$ cat src/rtl/uart_frame_monitor_if.sv
`timescale 1ns/1ps
// Report bus from one UART line monitor to its scoreboard/coverage consumer.
// Latency: n/a (signal bundle only).
// Backpressure: none; the consumer must accept every pulse as it happens.
interface uart_frame_monitor_if #(
    parameter int DATA_W_MAX = 9,
    parameter int CNT_W      = 16
);
    logic                  busy;
    logic                  frame_valid;
    logic [DATA_W_MAX-1:0] frame_data;
    logic                  err_glitch;
    logic                  err_parity;
    logic                  err_frame;
    logic                  err_break;
    logic [CNT_W-1:0]      frame_cnt;
    logic [CNT_W-1:0]      err_cnt;

    // Monitor side drives the report.
    modport master (
        output busy, frame_valid, frame_data,
        output err_glitch, err_parity, err_frame, err_break,
        output frame_cnt, err_cnt
    );

    // Consumer side only observes.
    modport slave (
        input busy, frame_valid, frame_data,
        input err_glitch, err_parity, err_frame, err_break,
        input frame_cnt, err_cnt
    );
endinterface

$ cat src/rtl/uart_frame_monitor.sv
`timescale 1ns/1ps
// Passive UART line monitor: recovers data/parity/stop and flags glitch, parity, framing, break.
// Latency: frame report one cycle after the last mid-stop sample; glitch one cycle after mid-start.
// Backpressure: none; purely observational, report pulses are single-cycle and never stall.
module uart_frame_monitor #(
    parameter int OVERSAMPLE = 16,
    parameter int BR_W       = 8,
    parameter int DATA_W_MAX = 9,
    parameter int CNT_W      = 16
) (
    input  logic            pclk,
    input  logic            preset,
    input  logic            uart_net,
    input  logic [3:0]      cfg_data_bits,
    input  logic            cfg_parity_en,
    input  logic            cfg_parity_odd,
    input  logic            cfg_stop2,
    input  logic [BR_W-1:0] cfg_br_div,
    input  logic            cnt_clr,
    uart_frame_monitor_if.master mon
);
    // cyc must hold bit_period-1 for the largest divider; PW adds a bit for the period itself.
    localparam int CYC_W = $clog2(OVERSAMPLE * (2 ** BR_W));
    localparam int PW    = CYC_W + 1;

    typedef enum logic [2:0] {
        S_IDLE, S_START, S_DATA, S_PARITY, S_STOP, S_BRK_WAIT
    } state_t;

    state_t           state;
    logic             rx_m, rx_s, rx_s_d;
    logic             fall;
    logic [CYC_W-1:0] cyc;
    logic [3:0]       bit_idx;
    logic             stop_idx;
    logic [DATA_W_MAX-1:0] data_sh;
    logic             all_low;
    logic             stop_low;
    logic             par_err;

    // Per-frame configuration captured at the start edge.
    logic [3:0]       nbits_q;
    logic             par_en_q, par_odd_q, stop2_q;
    logic [BR_W-1:0]  br_div_q;

    logic [3:0]       nbits_cfg;
    logic [PW-1:0]    period, per_m1, half_m1;
    logic             samp_half, samp_bit;
    logic             stop_low_nx, brk_nx;
    logic             err_evt;

    assign fall = rx_s_d & ~rx_s;

    assign period    = PW'(OVERSAMPLE) * (PW'(br_div_q) + PW'(1));
    assign per_m1    = period - PW'(1);
    assign half_m1   = (period >> 1) - PW'(1);
    assign samp_half = ({1'b0, cyc} == half_m1);
    assign samp_bit  = ({1'b0, cyc} == per_m1);

    // Stop-bit bookkeeping including the bit being sampled this cycle.
    assign stop_low_nx = stop_low | ~rx_s;
    assign brk_nx      = all_low & ~rx_s;

    // Clamp the requested data width into the supported 5..DATA_W_MAX range.
    always_comb begin
        nbits_cfg = cfg_data_bits;
        if (cfg_data_bits < 4'd5)
            nbits_cfg = 4'd5;
        else if (int'(cfg_data_bits) > DATA_W_MAX)
            nbits_cfg = 4'(DATA_W_MAX);
    end

    // Two-flop synchronizer plus one delay stage for falling-edge detection; idles high.
    always_ff @(posedge pclk) begin
        if (preset) begin
            rx_m   <= 1'b1;
            rx_s   <= 1'b1;
            rx_s_d <= 1'b1;
        end else begin
            rx_m   <= uart_net;
            rx_s   <= rx_m;
            rx_s_d <= rx_s;
        end
    end

    // Frame decoder FSM with registered busy/report outputs.
    always_ff @(posedge pclk) begin
        if (preset) begin
            state           <= S_IDLE;
            cyc             <= '0;
            bit_idx         <= '0;
            stop_idx        <= 1'b0;
            data_sh         <= '0;
            all_low         <= 1'b0;
            stop_low        <= 1'b0;
            par_err         <= 1'b0;
            nbits_q         <= '0;
            par_en_q        <= 1'b0;
            par_odd_q       <= 1'b0;
            stop2_q         <= 1'b0;
            br_div_q        <= '0;
            mon.busy        <= 1'b0;
            mon.frame_valid <= 1'b0;
            mon.frame_data  <= '0;
            mon.err_glitch  <= 1'b0;
            mon.err_parity  <= 1'b0;
            mon.err_frame   <= 1'b0;
            mon.err_break   <= 1'b0;
        end else begin
            mon.frame_valid <= 1'b0;
            mon.err_glitch  <= 1'b0;
            mon.err_parity  <= 1'b0;
            mon.err_frame   <= 1'b0;
            mon.err_break   <= 1'b0;
            cyc             <= cyc + CYC_W'(1);
            case (state)
                S_IDLE: begin
                    if (fall) begin
                        state     <= S_START;
                        cyc       <= '0;
                        mon.busy  <= 1'b1;
                        nbits_q   <= nbits_cfg;
                        par_en_q  <= cfg_parity_en;
                        par_odd_q <= cfg_parity_odd;
                        stop2_q   <= cfg_stop2;
                        br_div_q  <= cfg_br_div;
                        data_sh   <= '0;
                        bit_idx   <= '0;
                        stop_idx  <= 1'b0;
                        stop_low  <= 1'b0;
                        par_err   <= 1'b0;
                    end
                end
                S_START: begin
                    if (samp_half) begin
                        cyc <= '0;
                        if (rx_s) begin
                            mon.err_glitch <= 1'b1;
                            mon.busy       <= 1'b0;
                            state          <= S_IDLE;
                        end else begin
                            all_low <= 1'b1;
                            state   <= S_DATA;
                        end
                    end
                end
                S_DATA: begin
                    if (samp_bit) begin
                        cyc              <= '0;
                        data_sh[bit_idx] <= rx_s;
                        all_low          <= brk_nx;
                        if (bit_idx == nbits_q - 4'd1) begin
                            bit_idx <= '0;
                            state   <= par_en_q ? S_PARITY : S_STOP;
                        end else begin
                            bit_idx <= bit_idx + 4'd1;
                        end
                    end
                end
                S_PARITY: begin
                    if (samp_bit) begin
                        cyc     <= '0;
                        par_err <= (((^data_sh) ^ rx_s) != par_odd_q);
                        all_low <= brk_nx;
                        state   <= S_STOP;
                    end
                end
                S_STOP: begin
                    if (samp_bit) begin
                        cyc <= '0;
                        if (stop_idx == stop2_q) begin
                            // Leave mid-stop so a start edge half a bit later is caught.
                            mon.frame_valid <= 1'b1;
                            mon.frame_data  <= data_sh;
                            mon.err_break   <= brk_nx;
                            mon.err_frame   <= stop_low_nx & ~brk_nx;
                            mon.err_parity  <= par_err & ~brk_nx;
                            mon.busy        <= brk_nx;
                            state           <= brk_nx ? S_BRK_WAIT : S_IDLE;
                        end else begin
                            stop_idx <= 1'b1;
                            stop_low <= stop_low_nx;
                            all_low  <= brk_nx;
                        end
                    end
                end
                S_BRK_WAIT: begin
                    if (rx_s) begin
                        state    <= S_IDLE;
                        cyc      <= '0;
                        mon.busy <= 1'b0;
                    end
                end
                default: begin
                    state    <= S_IDLE;
                    cyc      <= '0;
                    mon.busy <= 1'b0;
                end
            endcase
        end
    end

    // A glitch, or a frame carrying any error, counts once toward err_cnt.
    assign err_evt = mon.err_glitch |
                     (mon.frame_valid & (mon.err_parity | mon.err_frame | mon.err_break));

    // Saturating statistics counters fed by the registered report pulses; clear has priority.
    always_ff @(posedge pclk) begin
        if (preset || cnt_clr) begin
            mon.frame_cnt <= '0;
            mon.err_cnt   <= '0;
        end else begin
            if (mon.frame_valid && (mon.frame_cnt != '1))
                mon.frame_cnt <= mon.frame_cnt + CNT_W'(1);
            if (err_evt && (mon.err_cnt != '1))
                mon.err_cnt <= mon.err_cnt + CNT_W'(1);
        end
    end
endmodule
$ cat src/flat_wrapper.sv
// flat-port wrapper written by rule: the top's interface ports become plain ports
module uart_frame_monitor_flat 
#(
    parameter int OVERSAMPLE = 16,
    parameter int BR_W       = 8,
    parameter int DATA_W_MAX = 9,
    parameter int CNT_W      = 16
)
  (pclk, preset, uart_net, cfg_data_bits, cfg_parity_en, cfg_parity_odd, cfg_stop2, cfg_br_div, cnt_clr, mon_busy, mon_frame_valid, mon_frame_data, mon_err_glitch, mon_err_parity, mon_err_frame, mon_err_break, mon_frame_cnt, mon_err_cnt);
  uart_frame_monitor_if #(.DATA_W_MAX(DATA_W_MAX), .CNT_W(CNT_W)) mon_i ();
  input  logic pclk;
  input  logic preset;
  input  logic uart_net;
  input  logic [3:0] cfg_data_bits;
  input  logic cfg_parity_en;
  input  logic cfg_parity_odd;
  input  logic cfg_stop2;
  input  logic [BR_W-1:0] cfg_br_div;
  input  logic cnt_clr;
  output wire logic [$bits(mon_i.busy)-1:0] mon_busy;
  output wire logic [$bits(mon_i.frame_valid)-1:0] mon_frame_valid;
  output wire logic [$bits(mon_i.frame_data)-1:0] mon_frame_data;
  output wire logic [$bits(mon_i.err_glitch)-1:0] mon_err_glitch;
  output wire logic [$bits(mon_i.err_parity)-1:0] mon_err_parity;
  output wire logic [$bits(mon_i.err_frame)-1:0] mon_err_frame;
  output wire logic [$bits(mon_i.err_break)-1:0] mon_err_break;
  output wire logic [$bits(mon_i.frame_cnt)-1:0] mon_frame_cnt;
  output wire logic [$bits(mon_i.err_cnt)-1:0] mon_err_cnt;
  assign mon_busy = mon_i.busy;
  assign mon_frame_valid = mon_i.frame_valid;
  assign mon_frame_data = mon_i.frame_data;
  assign mon_err_glitch = mon_i.err_glitch;
  assign mon_err_parity = mon_i.err_parity;
  assign mon_err_frame = mon_i.err_frame;
  assign mon_err_break = mon_i.err_break;
  assign mon_frame_cnt = mon_i.frame_cnt;
  assign mon_err_cnt = mon_i.err_cnt;
  uart_frame_monitor #(.OVERSAMPLE(OVERSAMPLE), .BR_W(BR_W), .DATA_W_MAX(DATA_W_MAX), .CNT_W(CNT_W)) u_core (.pclk(pclk), .preset(preset), .uart_net(uart_net), .cfg_data_bits(cfg_data_bits), .cfg_parity_en(cfg_parity_en), .cfg_parity_odd(cfg_parity_odd), .cfg_stop2(cfg_stop2), .cfg_br_div(cfg_br_div), .cnt_clr(cnt_clr), .mon(mon_i));
endmodule
$ cat config.mk
export PLATFORM = sky130hd
export DESIGN_NAME = uart_frame_monitor_flat
export DESIGN_NICKNAME = d
export VERILOG_FILES = /design/src/rtl/uart_frame_monitor_if.sv /design/src/rtl/uart_frame_monitor.sv /design/src/flat_wrapper.sv
export SDC_FILE = /design/constraint.sdc
export NUM_CORES = 1
export LEC_CHECK = 0
export ABC_AREA = 1
export BUFFER_PORTS_ARGS = -buffer_cell sky130_fd_sc_hd__buf_4
export CAP_MARGIN = 10
export CORE_ASPECT_RATIO = 0.7
export CORE_MARGIN = 10
export CORE_UTILIZATION = 30
export CTS_CLUSTER_DIAMETER = 200
export DETAILED_ROUTE_END_ITERATION = 7
export GPL_ROUTABILITY_DRIVEN = 0
export GPL_TIMING_DRIVEN = 0
export PLACE_DENSITY = 0.45
export SKIP_LAST_GASP = 1
export SYNTH_ARGS = -nofsm -noshare
export SYNTH_HDL_FRONTEND = slang
export SYNTH_SLANG_ARGS = --single-unit
$ cat constraint.sdc
create_clock -name pclk -period 2.8 [get_ports pclk]
set_input_delay 0.28 -clock pclk [delete_from_list [all_inputs] [get_ports pclk]]
set_output_delay 0.28 -clock pclk [all_outputs]
set_load 0.005 [all_outputs]
==> summary.txt <==
Run status
  • Status: finished, final reports clean

Pwr
  • Peak supply drop: 0.2734 mV
  • Pwr per Cell Area: 548.3 nW/µm²
  • Pleak: 2.535 nW

Synth
  • Avg Cell Area, Syn: 6.756 µm²
  • FFs w/ async S/R, synth: 0%
  • Number of library cell types mapped by synthesis: 35
  • Sequential area share after synthesis: 36.94%
  • Flops & latches, synth: 97
  • Synthesized instance count: 778
  • Syn Nets: 807
  • Synth Flop Type: dfxtp_1
  • EDFF count, synth: 0
  • Cell Area, Synth: 5256 µm²
  • Ys Warns: 0

Final layout
  • Nets@finish: 890
  • Most frequent cells in the layout: nand2_1 (133), nor2_1 (118), dfxtp_1 (95)
  • Diodes inserted: 0
  • Filler cells: 1,827
  • Post-route cell area: 6431 µm²
  • Combined area of the multi-input logic cells: 2922 µm²
  • Area Overhead vs Synth: 22.35%
  • Post-route insts no fill: 1,096
  • Sequential Area: 1949 µm²
  • Layout cells sized above 1: 15.61%
  • Most common cell after layout, fill and taps aside: nand2_1

Clocking
  • CTS clk-pin slew, worst paths: 0.07 ns
  • CTS tree: yes
  • CTS sink count: 97
  • Clk buf depth: 2
  • Clock latency on the worst-skew pair: 0.35 ns
  • Clk root buf: clkbuf_16
  • H-tree lvl count: 3
  • Total CTS buffers: 9

Placed design
  • Pre-CTS setup slack: -0.09103 ns
  • Detailed placer's ending HPWL: 11,210 µm
  • Dpl cell area: 6033 µm²
  • Placed Instances: 1,074
  • Port bufs: 65

Floorplanning
  • Die Y: 130.7 µm
  • I/O Pins: 66
  • Starting Density: 30.62%
  • Die W: 178.2 µm
  • Row Count: 40
  • Core Area: 17,170 µm²
  • Die area: 23,300 µm²

Setup path
  • Slowest stage cell, crit path: dfxtp_4
  • Critical path class: reg -> reg
  • Crit path required time: 3.01 ns
  • CP max stage delay: 0.38 ns
  • CP Launch Type: flip-flop
  • Reg2reg start: u_core.br_div_q[0]
  • CP bufs+invs: 2
  • Worst-path fanout max: 8
  • CP Cell Sequence: ha_1, nor2_2, inv_1, nor2_4, nand3_2, nor2_4, nand3_1, nand3_1, nand2_1, nor2_2, nand2_4, o21ai_4, buf_12, o21ai_0, nand2_1, a21oi_1
  • CP Data Arrival Time: 2.76 ns
  • Worst r2r path cells: 16
  • CP Capture Type: flip-flop
  • CP delay by family, top: simple AND/OR/NAND/NOR gates
  • End of the worst register-to-register path: u_core.data_sh[4]
  • R2R Setup Slk: 0.25 ns

Timing
  • Fin worst setup slack: 0.2514 ns
  • Final setup vio count: 0
  • Max Fclk: 392.4 MHz
  • WHS: 0.1339 ns
  • Max-slew violation count: 0
  • Worst-margin pin slew: 0.9237 ns
  • Final hold violations: 0
  • Layout Skew: 0.006827 ns
  • Slew headroom: 38.19%
  • Final min period: 2.549 ns
  • Fin crit share: 91.02%

Global route
  • Total grt overflow: 0
  • Pin count of the biggest net entering global routing: 16
  • GRT Overall Usage: 12.47%
  • Number of global-route vias before repair: 4,683
  • Global-route wire length before repair: 23,580 µm
  • Initial antenna violation count: 0

Job
  • Max Cap Viol: 0

Detailed routing
  • DR WL/cell: 13.21 µm
  • Max layer used: met4
  • Post-Route WL: 14,480 µm
  • Initial DRC count: 300
  • Met3 wire length: 586 µm
  • Met2 wire length: 6155 µm
  • DR pass1 iterations: 5
  • DRT antenna net count: 0
  • DR vias: 5,047
  • DRC errors left: 0
  • Met1 Routed Length: 7584 µm
  • Routed vias/inst: 4.605

Hold path
  • Hold Path Class: in -> reg
  • Hold path startpoint: uart_net
  • WHS Endpoint: u_core.rx_m
  • Hold path cells: 2
[per-stage QoR]
stage	total power, mW	util [%]	setup TNS (ns)
after CTS	3.544	36.84	0
after global routing	3.760	37.46	-0.006369
after floorplan	2.131	-	0
final	3.526	37.46	0
after global placement	2.323	35.15	-0.7542
after detailed placement	2.329	35.15	-0.8759
[how the worst max path moves through the flow]
stage	depth (start not counted)	start	end	slack, ns
floorplan	17	u_core.br_div_q[1]	u_core.data_sh[5]	0.50
global placement	15	u_core.br_div_q[1]	u_core.cyc[10]	-0.08
detailed placement	15	u_core.br_div_q[1]	u_core.cyc[8]	-0.09
CTS	19	u_core.br_div_q[1]	u_core.cyc[2]	0.02
global route	16	u_core.br_div_q[1]	u_core.data_sh[4]	-0.006
finish	16	u_core.br_div_q[0]	u_core.data_sh[4]	0.25
[state kept, by name (all words and copies together), names as in the netlist, 3 cells and up]
name / count
u_core.data_sh: 9
u_core.mon.err_cnt: 16
u_core.state: 3
u_core.bit_idx: 4
u_core.nbits_q: 4
u_core.br_div_q: 8
u_core.mon.frame_cnt: 16
u_core.mon.frame_data: 9
u_core.cyc: 12
[area by class of cell]
class | count | share of cell area (%)
Buffer | 14 | 1.128
Clock buffer | 11 | 3.774
Clock inverter | 4 | 0.4280
Inverter | 100 | 5.837
Multi-Input combinational cell | 567 | 45.43
Sequential cell | 97 | 30.31
Tap cell | 231 | 4.494
Timing Repair Buffer | 72 | 8.599
[cell usage after synthesis, types with 4 or more instances]
| cell type | number | area [µm²] |
|---|---|---|
| inv_1 | 94 | 352.8 |
| xnor2_1 | 13 | 113.9 |
| o21a_1 | 4 | 30.03 |
| ha_1 | 10 | 125.1 |
| nor3b_1 | 4 | 30.03 |
| clkbuf_1 | 10 | 37.54 |
| nor2_1 | 121 | 454.2 |
| a21oi_1 | 56 | 280.3 |
| nand3_1 | 69 | 345.3 |
| nor2_2 | 7 | 43.79 |
| o21ai_0 | 59 | 295.3 |
| inv_2 | 4 | 15.01 |
| dfxtp_1 | 97 | 1942 |
| nor3_1 | 25 | 125.1 |
| nand2_2 | 7 | 43.79 |
| xor2_1 | 17 | 148.9 |
| nand4_1 | 10 | 62.56 |
| nand2_4 | 4 | 45.04 |
| nor4_1 | 4 | 25.02 |
| nand2_1 | 137 | 514.2 |
| nor2_4 | 4 | 45.04 |
[kinds of logic (layout without fill, tap and decap cells)]
logic type | after synthesis | in the layout | share of synthesized area, %
simple gates | 397 | 397 | 33.92
compound gates | 130 | 130 | 13.23
buf+inv | 114 | 201 | 8.522
flops | 97 | 97 | 36.94
xor+xnor | 30 | 30 | 4.999
fa+ha+maj | 10 | 10 | 2.380
[power breakdown]
part / leakage (nW) / switching (mW) / internal [mW] / total, mW
Clock: 0.136 / 0.543 / 0.624 / 1.17
Combinational: 1.61 / 0.530 / 0.303 / 0.833
Sequential: 0.786 / 0.0705 / 1.46 / 1.53
Total: 2.54 / 1.14 / 2.38 / 3.53
[metal layers]
| layer | up-vias | track usage, % |
|---|---|---|
| li1 | 2689 | - |
| met1 | 2271 | 17.52 |
| met2 | 76 | 18.62 |
| met3 | 11 | 2.982 |
| met4 | 0 | 3.393 |
| met5 | - | 0 |
[what timing repair did]
action | in CTS | in global routing
buffers inserted | 1 | 4
hold buffers | 0 | 0
gates resized for setup | 4 | 17
endpoints found under the setup margin | 10 | 45
gates cloned | 1 | 1
pin swaps | 0 | 8
Power figures use the tool's default switching activity.
